$ cat src/rtl/ts_word_unpacker.sv
// Fetches packed 32-bit words from a synchronous RAM and streams out three
// 10-bit symbols per word (bits 31:22, 21:12, 11:2) on a valid/ready port.
module ts_word_unpacker #(
  parameter int ADDR_W = 5,
  parameter int CNT_W  = 8
) (
  input  logic              CLOCK,
  input  logic              RESET,
  input  logic              START,
  input  logic              ABORT,
  input  logic [ADDR_W-1:0] BASE_ADDR,
  input  logic [CNT_W-1:0]  SYM_COUNT,
  output logic              RD_EN,
  output logic [ADDR_W-1:0] RD_ADDR,
  input  logic [31:0]       RD_DATA,
  output logic [9:0]        SYM_OUT,
  output logic              SYM_VALID,
  input  logic              SYM_READY,
  output logic              BUSY,
  output logic              DONE
);

  typedef enum logic [2:0] {
    S_IDLE,
    S_FETCH,
    S_WAIT,
    S_EMIT,
    S_FIN
  } state_t;

  state_t              state, state_nxt;
  logic [ADDR_W-1:0]   addr, addr_nxt;
  logic [CNT_W-1:0]    rem, rem_nxt;
  logic [1:0]          slot, slot_nxt;
  logic [31:0]         word_buf, word_buf_nxt;

  // NOTE: sequential state uses non-blocking assignments only, so every
  // register samples its pre-edge value regardless of statement order.
  always_ff @(posedge CLOCK or posedge RESET) begin
    if (RESET) begin
      state    <= S_IDLE;
      addr     <= '0;
      rem      <= '0;
      slot     <= '0;
      word_buf <= '0;
    end else begin
      state    <= state_nxt;
      addr     <= addr_nxt;
      rem      <= rem_nxt;
      slot     <= slot_nxt;
      word_buf <= word_buf_nxt;
    end
  end

  // NOTE: every variable gets a hold default before the case statement so
  // no path leaves it unassigned, which would otherwise infer a latch.
  always_comb begin
    state_nxt    = state;
    addr_nxt     = addr;
    rem_nxt      = rem;
    slot_nxt     = slot;
    word_buf_nxt = word_buf;

    // ABORT wins over START and over a coincident transfer: nothing else moves.
    if (ABORT) begin
      state_nxt = S_IDLE;
    end else begin
      unique case (state)
        S_IDLE: begin
          if (START) begin
            addr_nxt  = BASE_ADDR;
            rem_nxt   = SYM_COUNT;
            slot_nxt  = '0;
            state_nxt = (SYM_COUNT == '0) ? S_FIN : S_FETCH;
          end
        end
        S_FETCH: state_nxt = S_WAIT;
        S_WAIT: begin
          word_buf_nxt = RD_DATA;
          state_nxt    = S_EMIT;
        end
        S_EMIT: begin
          if (SYM_READY) begin
            rem_nxt = rem - 1'b1;
            if (rem == CNT_W'(1)) begin
              state_nxt = S_FIN;
            end else if (slot == 2'd2) begin
              slot_nxt  = '0;
              addr_nxt  = addr + 1'b1;
              state_nxt = S_FETCH;
            end else begin
              slot_nxt = slot + 1'b1;
            end
          end
        end
        S_FIN:   state_nxt = S_IDLE;
        default: state_nxt = S_IDLE;
      endcase
    end
  end

  // Outputs depend on registered state only, so SYM_OUT holds during a stall.
  always_comb begin
    RD_EN     = 1'b0;
    RD_ADDR   = '0;
    SYM_VALID = 1'b0;
    SYM_OUT   = '0;
    DONE      = 1'b0;
    BUSY      = (state != S_IDLE);
    unique case (state)
      S_FETCH: begin
        RD_EN   = 1'b1;
        RD_ADDR = addr;
      end
      S_EMIT: begin
        SYM_VALID = 1'b1;
        unique case (slot)
          2'd0:    SYM_OUT = word_buf[31:22];
          2'd1:    SYM_OUT = word_buf[21:12];
          default: SYM_OUT = word_buf[11:2];
        endcase
      end
      S_FIN:   DONE = 1'b1;
      default: ;
    endcase
  end

endmodule
$ cat config.mk
export PLATFORM = sky130hd
export DESIGN_NAME = ts_word_unpacker
export DESIGN_NICKNAME = d
export VERILOG_FILES = /design/src/rtl/ts_word_unpacker.sv
export SDC_FILE = /design/constraint.sdc
export NUM_CORES = 1
export LEC_CHECK = 0
export BUFFER_PORTS_ARGS = -buffer_cell sky130_fd_sc_hd__buf_4
export CAP_MARGIN = 20
export CORE_UTILIZATION = 40
export DETAILED_ROUTE_END_ITERATION = 10
export PLACE_DENSITY = 0.64
export REMOVE_ABC_BUFFERS = 1
export SYNTH_ARGS = -nofsm -noshare
export SYNTH_HDL_FRONTEND = slang
export SYNTH_SLANG_ARGS = --single-unit
$ cat constraint.sdc
create_clock -name CLOCK -period 2.3 [get_ports CLOCK]
set_input_delay 0.23 -clock CLOCK [delete_from_list [all_inputs] [get_ports CLOCK]]
set_output_delay 0.23 -clock CLOCK [all_outputs]
set_load 0.01 [all_outputs]
# Yosys cells after proc, flatten, opt, wreduce, memory -nomap -nowiden
# Index checks and enable logic that the tools add are counted.
[totals] out_inout_bits=19 reg_bits=50 wordCells=59 input_bits=50
[classes] eq_ne=14 addsub=3 bitwise=1 mux=26 n_reduce_logical=10
[ops] cell="$mux W5" count=5
[ops] cell="$pmux W10 S2" count=1
[ops] cell="$mux W3" count=6
[ops] cell="$mux W8" count=2
[ops] cell="$pmux W8 S2" count=1
[ops] cell="$pmux W3 S4" count=1
[ops] cell="$mux W10" count=1
[ops] cell="$pmux W5 S2" count=1
[ops] cell="$eq A8 B1 Y1 const B" count=1
[ops] cell="$logic_not A8 Y1" count=1
[ops] cell="$mux W2" count=4
[ops] cell="$ne A2 B2 Y1 const B" count=4
[ops] cell="$sub A8 B1 Y8 const B" count=1
[ops] cell="$eq A3 B2 Y1 const B" count=2
[ops] cell="$ne A3 B3 Y1 const B" count=2
[ops] cell="$reduce_and A6 Y1" count=1
[ops] cell="$add A5 B1 Y5 const B" count=1
[ops] cell="$reduce_and A5 Y1" count=1
[ops] cell="$ne A4 B4 Y1 const B" count=1
[ops] cell="$pmux W2 S2" count=1
[ops] cell="$reduce_and A4 Y1" count=1
[ops] cell="$eq A3 B1 Y1 const B" count=1
[ops] cell="$eq A3 B3 Y1 const B" count=1
[ops] cell="$logic_not A3 Y1" count=1
[ops] cell="other kinds (10)" count=12

# Logic depth before layout (Yosys ltp)
# Gate-level depths: netlist of the first run.
[depth] word_depth=6 mapped_depth=7 depth_no_buf=6

# Least setup slack after synthesis of the first run
# No wires, ideal clock.
[synth_timing] path_type="register -> register" start="register rem[1]" end="register slot[0]" t_arrival_ns=1.641 setup_slack_ns=0.534 synth_period_minus_slack_ns=1.766 n_path_buf=0 required_ns=2.175 setup_time_ns=0.125 stages_incl_launch_ff=7 path_cell_list="dfrtp_1 inv_1 ha_1 nor3b_1 nand2_1 nor4b_1 mux2_2"
[synth_via] elab_chain_cells=3
[synth_rtl] item="from (decl)" line_no="33" rtl="logic [CNT_W-1:0] rem, rem_nxt;"
[synth_rtl] item="from (signal assigned)" line_no="49" rtl="rem <= rem_nxt;"
[synth_rtl] item="$eq A8 B1 Y1" line_no="85" rtl="if (rem == CNT_W'(1)) begin"
[synth_rtl] item="$ne A2 B2 Y1 (no source line)"
[synth_rtl] item="$reduce_and A5 Y1 (no source line)"
[synth_rtl] item="to (signal assigned)" line_no="50" rtl="slot <= slot_nxt;"
[synth_rtl] item="to (decl)" line_no="34" rtl="logic [1:0] slot, slot_nxt;"
# Every way passes these cells.
# A chain may end at the register's enable or synchronous reset.

# Final worst setup path of the first run
[layout_timing] start="register state[2]" end="output port SYM_VALID"
[layout_via] elab_chain_cells=2
[layout_rtl] item="from (decl)" line_no="31" rtl="state_t state, state_nxt;"
[layout_rtl] item="from (signal assigned)" line_no="47" rtl="state <= state_nxt;"
[layout_rtl] item="$eq A3 B2 Y1" line_no="110" rtl="unique case (state)"
[layout_rtl] item="$mux W1" line_no="110"
[layout_rtl] item="to (decl)" line_no="17" rtl="output logic SYM_VALID,"
# Every way passes these cells.

==> results of run 1 <==
## sequential cells by signal (all words and copies together) (netlist names)
signal    count
addr          5
slot          2
word_buf     30
state         3
rem           8
## synth_stat cells, drive strengths merged, types with 2 or more instances
cell	n	area (um2)
a211oi	6	45.0
a21oi	22	114
a22oi	2	15.0
a31oi	3	18.8
a32oi	2	17.5
a41o	2	20.0
and3	7	43.8
buf	9	51.3
clkbuf	6	22.5
dfrtp	48	1200
ha	3	37.5
inv	4	15.0
mux2	31	349
mux2i	10	100
nand2	6	22.5
nand2b	2	12.5
nand3	4	20.0
nand3b	3	26.3
nand4	2	12.5
nor2	38	143
nor3	5	25.0
nor3b	4	30.0
nor4	4	46.3
o211ai	2	15.0
o21ai	11	58.8
o22a	2	17.5
## logic make-up (layout without fill, tap and decap cells)
family,Yosys count,count (layout)
fa+ha+maj,3,3
compound gates,62,62
mux,41,41
flops,48,48
simple gates,78,78
buf+inv,20,90
## power groups by stage
stage,registers (mW),clock network [mW],logic [mW]
detailed placement,1.56,0,1.28
CTS,1.55,0.748,1.28
floorplan,1.49,0,0.894
global route,1.61,0.779,1.43
global placement,1.54,0,1.24
finish,1.55,0.728,1.27
## routing by layer
metal	part of all wire (%)	global-route usage, %	wire length (um)	up-vias
li1	-	-	-	1063
met1	48	26.0	2800	1017
met2	45	31.3	2650	54
met3	5.7	4.18	334	6
met4	0.98	5.26	57	0
met5	0	0	0	-
## area by class of cell
| class | instances | area, um2 | share of cell area [%] |
|---|---|---|---|
| clock buffer | 5 | 68.8 | 2.05 |
| clock inverter | 3 | 68.8 | 2.05 |
| inverter | 5 | 18.8 | 0.560 |
| multi-input combinational | 184 | 1310 | 39.0 |
| sequential | 48 | 1200 | 35.8 |
| tap | 75 | 93.8 | 2.80 |
| timing repair buffer | 77 | 593 | 17.7 |
## final timing paths
check	start	to	slack (ns)
worst max-delay path	state[2]$_DFFE_PP0P_	SYM_VALID	0.32
worst min-delay path	ABORT	state[1]$_DFFE_PP0P_	0.13
worst max register to register	state[2]$_DFFE_PP0P_	slot[0]$_DFFE_PP0P_	0.42
worst min register to register	word_buf[26]$_DFFE_PP0P_	word_buf[26]$_DFFE_PP0P_	0.51
max in group asynchronous	RESET	word_buf[3]$_DFFE_PP0P_	1.30
min in group asynchronous	RESET	rem[3]$_DFFE_PP0P_	0.44
## timing repair
item                                   in CTS  in global routing
hold buffers                                1                  0
resized for setup                           0                  0
endpoints found under the hold margin      14                  0
==> summary.md, run 1 <==
On the final layout, the worst hold slack is 0.133 ns. The final core utilization is 55.0%, and the clock network fraction of design power is 20.5%. The clock latency reported for the late side of the worst-skew pair is 0.30 ns.

Static timing analysis puts the maximum clock frequency at 505 MHz. The die is 82.5 um wide. For the reported max-cap violation count, the log shows 0. The net switching share of the total power was 33.4%. In this run the mean area of a mapped cell was 10.3 um2. The logs give 0.00834 ns for the worst setup skew after layout and 2 for the number of buffers between clock root and the deepest sink.

The flow ran to the end, and the final reports show no timing, DRC or antenna violations. The number of buffers and inverters on the critical path is 2. The flop and latch count out of synthesis was 48.

TritonCTS created 5 clock buffers. The repair_antennas step left the layout with diodes totalling 0. Once placement finished, the instance area stood at 0.00320 mm2. At the placement stage, the worst setup path has a slack of 0.443 ns. Synthesis produced a netlist whose cell count is 252.

The worst setup path is of the reg2out kind. The cell area that synthesis handed to floorplanning was 0.00259 mm2. The count of buffers added on input and output ports is 66. In this run the vertical extent of the chip is 82.5 um.

Final critical path time including I/O delays and setup: 1.98 ns. From synthesis to final layout, the design area changed by 29.3%. The post-detailed-route count of antenna-violating nets is 0, and the post-synthesis mux area share is 17.3%. Summing the areas of all compound-gate instances in the mapped netlist gives 15.7% of the synthesized area. The run gives 43.7% as the sequential power share. The tools report the library cell used as clock root buffer as sky130_fd_sc_hd__clkbuf_8. Summed over all nets, the switching power comes to 1.18 mW. For the pin with the worst max-slew slack, the measured transition is 0.529 ns. The fill cell total of the finished layout was 591.

The critical path crosses 3 cells after its start point. The final layout contains 374 nets. In this design, the largest share of critical-path delay is due to buffers and inverters.

The fraction of registers with async set/reset came out at 100%. The run gives 2114 as the number of global-route vias before repair. After synthesis, flip-flops and latches occupy 46.4% of the total area.

The run gives 0 as the remaining global-route overflow. The tools report the worst-case headroom to the max-slew limit as 64.4%. The total chip power came out at 3.55 mW. Along the worst hold path, the cell count comes to 2. The floorplan step defined a core boundary enclosing 0.00610 mm2. Post-synthesis simple-gate area fraction: 15.5%.

Synthesized-area fraction occupied by xor and xnor cells: 0%. Setup violations remaining at the end of the flow were counted as 0. In this run the worst hold path is classified as in2reg. TritonCTS built the clock tree.

The number of vias per cell after detailed routing works out to 5.39. Cell area power density: 1060 mW/mm2. Entering global routing, the biggest net connects 34 pins. The largest individual stage delay along the critical path comes from the cell sky130_fd_sc_hd__dfrtp_1. The worst register-to-register path has a depth of 5. The run gives 5.84 mm as the wire length after detailed routing.

After layout, the worst setup slack is 0.322 ns. The signal on the critical path passes through nand3b_2 > clkinv_1 > buf_4. The commonest non-fill, non-tap cell in the layout was sky130_fd_sc_hd__buf_4.

Main combinational cell family by area after synthesis: multiplexers. The first routing iteration left 76 violations. The number of pins exceeding their max-slew limit in the final report is 0. Detailed placement finished with a half-perimeter wire length of 4.17 mm.

The count of final hold-check violations came out at 0. Summing the areas of all fa, ha and maj instances in the mapped netlist gives 1.45% of the synthesized area. The share of power burned in combinational logic is 35.8%, and the final critical-path share of the clock period is 86.0%. The initial utilization of the core area, before any placement, comes to 42.5%. The routed via count came out at 2140. The unique cell type count in the Yosys netlist was 49; the maximum net fanout on the critical path was 17. The global placement routability congestion is 0.816, and the combined global-route utilization of all metal layers is 19.3%. The finished layout holds 397 standard cells, fillers aside. The die covers 0.00680 mm2.

The worst setup path is launched from a register. STA classifies the critical path endpoint as an output pin. The top cell types in the final layout, fill and taps aside, are sky130_fd_sc_hd__buf_4, sky130_fd_sc_hd__dfrtp_1, sky130_fd_sc_hd__nor2_1.

The first global-routing pass estimated 9.87 mm of wire. Internal power comes to 2.36 mW. The largest stage delay on the critical path was 0.54 ns. Setup total negative slack on the finished layout was measured at 0 ns. The logs give 0 for the final routed DRC violation total and 48 for the number of clock sinks seen by CTS. The number of synthesized flops with an enable pin is 0, and the I/O pin count is 69. After detailed placement, the design holds a cell count of 388.

The data required time at the worst endpoint is 2.07 ns, and the area of all placed cells without fillers is 0.00335 mm2. Setup repair after global routing left no endpoint under its margin. Clock-pin slew was measured on the worst setup and hold paths at 0.09 ns. The buffer count from post-CTS setup fixing is 0, and the static power due to leakage is 1.49 nW. For this run, the detailed router's first-pass iteration total came to 4. Peak supply drop: 0.523 mV.

In the final routed layout, each cell accounts on average for 14.7 um. The most used flip-flop cell after synthesis is sky130_fd_sc_hd__dfrtp_1. STA puts the critical path data arrival time at 1.75 ns.

The floorplan has 28 rows. The synthesis warning total was 0; the initial antenna violation count was 0. The H-tree generated during clock tree synthesis spans 2 levels. The fraction of final layout cells with drive strength greater than 1 is 37.9%.
No activity file was read; power rests on OpenSTA's default activity.
==> run 2: changes to the inputs <==
--- a/config.mk
+++ b/config.mk
@@ -11,6 +11,7 @@
 export DETAILED_ROUTE_END_ITERATION = 10
 export PLACE_DENSITY = 0.64
 export REMOVE_ABC_BUFFERS = 1
+export SETUP_SLACK_MARGIN = 0.5
 export SYNTH_ARGS = -nofsm -noshare
 export SYNTH_HDL_FRONTEND = slang
 export SYNTH_SLANG_ARGS = --single-unit
==> summary.md, run 2 (same netlist as run 1, synthesis figures left out) <==
The static power due to leakage was 1.55 nW (+4.0%). The data required time at the worst endpoint came out at 2.07 ns (about the same). Leaving out fill and tap cells, the most frequent cells in the layout are sky130_fd_sc_hd__buf_4, sky130_fd_sc_hd__dfrtp_1, sky130_fd_sc_hd__nor2_1. The tools report the combined global-route utilization of all metal layers as 19.2% (-0.071 points). In the final layout, the registers with the most flip-flops are word_buf x30, rem x8, addr x5.

The post-detailed-route count of antenna-violating nets was 0 (unchanged); the number of design-rule violations left by the first detailed-router iteration was 92 (+21%). TritonCTS built the clock tree. The run gives 5 (unchanged) as the number of buffers inserted during clock tree synthesis.

The logs give 0.443 ns (unchanged) for the worst slack at placement and 9.83 mm (-0.42%) for the wire length of the first global-routing pass. The run gives 2167 (+1.3%) as the routed via count. The tools report the timing startpoint of the critical path as state[1]$_DFFE_PP0P_. STA classifies the critical path endpoint as an output pin. The number of buffers between clock root and the deepest sink was 2 (unchanged); the worst setup skew after layout was 0.00755 ns (-0.000787 ns). The minimum setup slack among reg-to-reg paths is 0.61 ns (+0.19 ns), and the final critical path time including I/O delays and setup is 1.76 ns (-0.222 ns).

Setup repair after global routing could not meet its margin everywhere. Instance count along the most critical hold path: 2 (unchanged). The length of the first detailed-routing pass in iterations is 4 (unchanged), and the average wire per cell in the routed design is 14.6 um (-0.56%).

The cell at the slowest stage of the critical path was sky130_fd_sc_hd__dfrtp_2. The footprint of the multi-input gates is 0.00133 mm2 (+1.8%), and the remaining global-route overflow is 0 (unchanged). The logs give 569 (-3.7%) for the fill cell total of the finished layout and 0 (unchanged) for the final-report setup violation count.

In this run the worst hold path is classified as in2reg. The number of nets in the finished design came out at 383 (+2.4%). The final critical-path share of the clock period came out at 76.4% (-9.6 points). The total of buffers placed on input and output ports came out at 66 (unchanged). The largest stage delay on the critical path was 0.48 ns (-0.06 ns); the post-DP HPWL was 4.17 mm (unchanged).

The tools report the initial antenna violation count as 0 (unchanged). Clock latency reported for the late side of the worst-skew pair: 0.30 ns (about the same). The library cell used most frequently in the layout, excluding fill and tap cells, is sky130_fd_sc_hd__buf_4. The tools report the pin count of the biggest net entering global routing as 34 (unchanged). For the initial standard-cell utilization of the core, the log shows 42.5% (unchanged).

The post-route worst setup slack is 0.544 ns (+0.222 ns), and the level count of the clock H-tree is 2 (unchanged). The tree is rooted in a sky130_fd_sc_hd__clkbuf_8. The die boundary width was 82.5 um (unchanged); the cell area power density was 1050 mW/mm2 (-1.3%). The number of global-route vias before repair is 2111 (-0.14%), and the clock slew at the register clock pins of the worst setup and hold paths is 0.09 ns (about the same). For the critical path data arrival time, the log shows 1.53 ns (-0.22 ns). The placeable core area is 0.00610 mm2 (unchanged), and the count of cells along the worst register-to-register path is 4 (-1). The measured slew at the worst slew-check pin is 0.530 ns (+0.00160 ns). The startpoint identified for the worst hold timing path is ABORT.

The run gives 69 (unchanged) as the I/O pin count. The fraction of final layout cells with drive strength greater than 1 was 42.0% (+4.1 points); the die height was 82.5 um (unchanged). The number of placement rows was 28 (unchanged). The final setup TNS was 0 ns (unchanged). The tools report the peak supply drop as 0.524 mV (+0.19%).

The critical path launch point type is a register. The critical path is of the reg2out type. The tools report the number of placed instances with taps included as 388 (unchanged). Walking the worst path, the cells encountered are buf_4 > or3_1 > buf_4. Number of clock sinks seen by CTS: 48 (unchanged).

The wire length after detailed routing was 5.94 mm (+1.7%); the reported max-cap violation count was 0 (unchanged). Flip-flop count of the largest register, all copies and words added: 30 (unchanged). The total die area is 0.00680 mm2 (unchanged). The register with the most flip-flops in the final layout is word_buf. The run finished with clean final reports. The final routed DRC violation total is 0 (unchanged). The worst-case headroom to the max-slew limit came out at 64.3% (-0.11 points).

The number of pins exceeding their max-slew limit in the final report is 0 (unchanged). The most frequent cell on the critical path was sky130_fd_sc_hd__buf_4. Launch point of the worst reg-to-reg path: state[1]$_DFFE_PP0P_. The maximum clock rate was 569 MHz (+13%); the number of antenna cells inserted was 0 (unchanged). The post-route non-filler standard cell count was 406 (+2.3%).

The run gives 0.00121 mm2 (+0.42%) as the combined flip-flop and latch cell area. The number of vias per cell after detailed routing came out at 5.34 (-0.98%). The count of final hold-check violations was 0 (unchanged); the area growth from synthesis to final layout was 33.8%.

The global placement routability congestion is 0.816 (unchanged), and the maximum net fanout on the critical path is 8 (-9).
## run 2: report_power, final
group	internal (mW)	switching, mW
Clock	0.438	0.292
Sequential	1.24	0.302
Combinational	0.740	0.615
## run 2: timing repair
action / in CTS / in global routing
pin swaps: 0 / 1
resized for setup: 5 / 6
hold buffers: 1 / 0
setup endpoints to repair: 45 / 50
buffers inserted: 1 / 8
hold endpoints to repair: 14 / 0
## run 2: critical path: cells and delay by family, from the launching register on
kind / cells / cell delay, ns
buffers and inverters: 2 / 0.33
AND/OR/NAND/NOR: 1 / 0.42
flip-flops: 1 / 0.48
## run 2: area by class of cell
class	count	area share, %
clock inverter	3	1.98
clock buffer	5	1.98
inverter	5	0.577
multi-input combinational	184	38.3
sequential	48	34.8
tap	75	2.71
timing repair buffer	86	19.6
## run 2: path summary, 6_finish.rpt
path / end
setup reg to reg: word_buf[2]$_DFFE_PP0P_
hold / removal: state[1]$_DFFE_PP0P_
setup / recovery: BUSY
min in group asynchronous: rem[2]$_DFFE_PP0P_
max in group asynchronous: state[1]$_DFFE_PP0P_
hold reg to reg: word_buf[26]$_DFFE_PP0P_
## run 2: per-stage QoR
| stage | util (%) | total power [mW] | area [um2] | hold slack [ns] |
|---|---|---|---|---|
| 2_1_floorplan | - | 2.39 | 2520 | 0.297 |
| 3_3_place_gp | 52.5 | 2.78 | 3200 | 0.230 |
| 3_5_place_dp | 52.5 | 2.84 | 3200 | 0.229 |
| 4_1_cts | 55.2 | 3.59 | 3370 | 0.116 |
| 5_1_grt | 56.9 | 3.90 | 3470 | 0.127 |
| 6_report | 56.9 | 3.63 | 3470 | 0.131 |
## run 2: routing by layer
layer	up-vias	global-route usage, %	wire (um)
li1	1084	-	-
met1	1018	25.9	2800
met2	60	31.2	2750
met3	5	4.18	332
met4	0	5.26	57
met5	-	0	0
==> run 3: changes to the inputs <==
--- a/config.mk
+++ b/config.mk
@@ -5,6 +5,7 @@
 export SDC_FILE = /design/constraint.sdc
 export NUM_CORES = 1
 export LEC_CHECK = 0
+export ABC_AREA = 1
 export BUFFER_PORTS_ARGS = -buffer_cell sky130_fd_sc_hd__buf_4
 export CAP_MARGIN = 20
 export CORE_UTILIZATION = 40
==> constraint.sdc (replaced) <==
create_clock -name CLOCK -period 1.7 [get_ports CLOCK]
set_input_delay 0.17 -clock CLOCK [delete_from_list [all_inputs] [get_ports CLOCK]]
set_output_delay 0.17 -clock CLOCK [all_outputs]
set_load 0.01 [all_outputs]
==> summary.md, run 3 <==
The run finished, with violations left. The final reports fail on design-rule violations. The number of vias per cell after detailed routing came out at 5.02 (-6.0%). The detailed router used layers up to and including met4. The tools report the critical path launch point type as a register. The tools report the level count of the clock H-tree as 2 (unchanged).

The total of buffers placed on input and output ports was 66 (unchanged). The cell area power density works out to 1510 mW/mm2 (+45%). The run gives 27 (-45%) as the unique cell type count in the Yosys netlist. The tools report the reported max-cap violation count as 0 (unchanged). The top cell types in the final layout, fill and taps aside, are sky130_fd_sc_hd__nand2_1, sky130_fd_sc_hd__buf_4, sky130_fd_sc_hd__dfrtp_1.

The sequential-to-total area share from yosys stat came out at 44.3% (-2.1 points). Setup repair after global routing could not meet its margin everywhere. The number of synthesized flops with an enable pin was 0 (unchanged); the synthesis warning total was 0 (unchanged). Final-report setup violation count: 0 (unchanged).

The wire length after detailed routing was 7.57 mm (+27%); the I/O pin count was 69 (unchanged). The logs give 3.36 mm (+20%) for the total routed wire length on the met1 layer and 7 (+3) for the length of the first detailed-routing pass in iterations. The run gives 3.79 mm (+38%) as the met2 routed wirelength. Global placement routability congestion: 0.828 (+1.4%).

The worst setup path is captured at an output pin. Number of pins exceeding their max-slew limit in the final report: 0 (unchanged). Post-detailed-route count of antenna-violating nets: 0 (unchanged).

For the combined flip-flop and latch cell area, the log shows 0.00120 mm2 (-0.10%). Grouping stages by cell kind, the critical path spends the most delay in flip-flops. The largest stage delay on the critical path works out to 0.44 ns (-0.04 ns). The detailed route wirelength on metal3 is 281 um (-15%), and the routed via count is 2658 (+23%).

The measured slew at the worst slew-check pin was 0.405 ns (-0.125 ns); the initial antenna violation count was 0 (unchanged). Commonest non-fill, non-tap cell in the layout: sky130_fd_sc_hd__nand2_1. The number of antenna cells inserted is 0 (unchanged). The tools report the final core utilization as 64.2% (+7.3 points). The logs give 73.0% (+8.6 points) for the worst-case headroom to the max-slew limit and 0.00646 mm2 (+6.0%) for the placeable core area.

The number of global-route vias before repair is 2482 (+18%), and the sum of buffers and inverters on the critical path is 3 (+1). The die height was 84.4 um (+2.3%). The wire length of the first global-routing pass is 11.5 mm (+16%). Relative to the synthesized area, the layout overhead comes to 52.9%. The run gives 0 ns (unchanged) as the final setup TNS. The number of design-rule violations left by the first detailed-router iteration is 78 (-15%).

The critical path goes through nand2_2 > nor2_4 > buf_6 > nand2_1 > inv_1 > buf_4. Based on the critical path, the design can be clocked at up to 638 MHz. The worst slack at placement is 0.0713 ns (-0.372 ns), and the fraction of final layout cells with drive strength greater than 1 is 45.5% (+3.5 points). By startpoint and endpoint, the worst setup path is classified as reg2out. The final routed DRC violation total was 8 (+8). The final critical-path share of the clock period came out at 92.2%. The largest register by flop count was word_buf. Sorting the synthesized cells by how often they occur yields sky130_fd_sc_hd__nand2_1, sky130_fd_sc_hd__dfrtp_1, sky130_fd_sc_hd__inv_1, sky130_fd_sc_hd__nor2_1. The number of placement rows is 29 (+3.6%), and the fill cell total of the finished layout is 539 (-5.3%). The mean area per synthesized cell is 7.82 um2 (-24%). The die boundary width is 84.4 um (+2.3%). The flip-flop count of the largest register, all copies and words added was 30 (unchanged).

The remaining global-route overflow came out at 0 (unchanged). The fraction of registers with async set/reset was 100% (unchanged). The total die area is 0.00711 mm2 (+4.6%).

The flop and latch count out of synthesis was 48 (unchanged); the number of buffers inserted during clock tree synthesis was 5 (unchanged). The tools report the worst hold slack after final layout as 0.0946 ns (-0.0363 ns). Yosys instantiated no cell more often than sky130_fd_sc_hd__nand2_1.

The cell at the slowest stage of the critical path is sky130_fd_sc_hd__dfrtp_1. The routed design could run at a clock period as short as 1.57 ns. The post-route worst setup slack was 0.132 ns (-0.411 ns). The tools report the number of clock sinks seen by CTS as 48 (unchanged). TritonCTS built the clock tree. The tools report the worst setup skew after layout as 0.00617 ns (-0.00138 ns). The largest registers in the layout are word_buf x30, rem x8, addr x5. The synthesized instance count came out at 347 (+38%).

The count of final hold-check violations was 0 (unchanged); the total standard cell area after synthesis was 0.00271 mm2 (+4.7%). Ranked by total cell area, the synthesized netlist is headed by sky130_fd_sc_hd__dfrtp_1, sky130_fd_sc_hd__nand2_1, sky130_fd_sc_hd__mux2_1. The most instantiated flip-flop cell in the synthesis netlist was sky130_fd_sc_hd__dfrtp_1.

The data required time at the worst endpoint is 1.53 ns (-0.54 ns). The clock latency reported for the late side of the worst-skew pair was 0.30 ns (about the same); the static power due to leakage was 2.21 nW (+43%). The library cell used as clock root buffer is sky130_fd_sc_hd__clkbuf_8. For the number of buffers between clock root and the deepest sink, the log shows 2 (unchanged). The maximum net fanout on the critical path came out at 8 (unchanged).

The combined global-route utilization of all metal layers is 20.3% (+1.0 points), and the footprint of the multi-input gates is 0.00159 mm2 (+19%). The largest total area in the synthesized netlist belongs to sky130_fd_sc_hd__dfrtp_1. The critical path data arrival time came out at 1.40 ns (-0.13 ns). The average wire per cell in the routed design was 14.3 um (-2.4%). In this run the worst hold path is classified as in2reg. The run gives 4.52 mm (+8.4%) as the post-DP HPWL.

The initial standard-cell utilization of the core was 42.0% (-0.51 points). The peak supply drop was 0.627 mV (+20%); the number of nets in the finished design was 506 (+32%). Proportion of netlist area held by the largest area contributor: 44.3% (-2.1 points). The pin count of the biggest net entering global routing was 32 (-5.9%); the clock slew at the register clock pins of the worst setup and hold paths was 0.09 ns (about the same).
-- run 3: final timing paths --
| path | to | slack, ns | from | depth (start not counted) |
|---|---|---|---|---|
| hold / removal | word_buf[30]$_DFFE_PP0P_ | 0.09 | RD_DATA[30] | 2 |
| hold reg to reg | word_buf[14]$_DFFE_PP0P_ | 0.52 | word_buf[14]$_DFFE_PP0P_ | 1 |
| setup reg to reg | word_buf[9]$_DFFE_PP0P_ | 0.14 | state[2]$_DFFE_PP0P_ | 5 |
| min in group asynchronous | word_buf[26]$_DFFE_PP0P_ | 0.41 | RESET | 3 |
| setup / recovery | SYM_OUT[9] | 0.13 | state[0]$_DFFE_PP0P_ | 6 |
| max in group asynchronous | state[2]$_DFFE_PP0P_ | 0.78 | RESET | 4 |
-- run 3: cell type report --
class	count	share of cell area (%)
clock buffers	5	1.66
clock inverters	2	0.302
inverters	45	4.56
multi-input cells	244	38.3
flip-flops and latches	48	29.1
well taps	77	2.32
repair buffers	107	23.4
repair inverters	2	0.362
-- run 3: cells by family (layout without fill, tap and decap cells) --
logic type / after synthesis / in the layout / share of synthesized area, %
and+or+nand+nor: 192 / 192 / 30.4
DFF: 48 / 48 / 44.3
AOI/OAI and AO/OA: 21 / 21 / 3.97
buffers and inverters: 55 / 161 / 8.35
muxes: 28 / 28 / 11.6
adders and majority gates: 3 / 3 / 1.38
-- run 3: what timing repair did --
action,in CTS,in global routing
gates resized for setup,51,81
pin swaps,14,20
hold buffers,1,0
hold endpoints to repair,17,0
setup buffers,19,7
cloned,3,3
setup endpoints to repair,67,67
-- run 3: stage by stage --
step           cell area [um2]  power [mW]  instances
6_report                  4150        6.26        530
5_1_grt                   4150        6.72        530
4_1_cts                   3760        5.37        520
3_5_place_dp              3330        4.22        490
3_3_place_gp              3330        4.15        490
2_1_floorplan             2660        3.51        337
-- run 3: layer usage --
layer  vias up  GRT usage (%)
li1       1318              -
met1      1259           26.2
met2        67           35.8
met3        14           2.06
met4         0           6.47
met5         -              0
-- run 3: power breakdown --
part	total, mW	switching, mW	internal [mW]	leakage, nW
Clock	0.665	0.385	0.279	0.0400
Combinational	3.50	1.69	1.81	1.59
Sequential	2.10	0.413	1.69	0.580
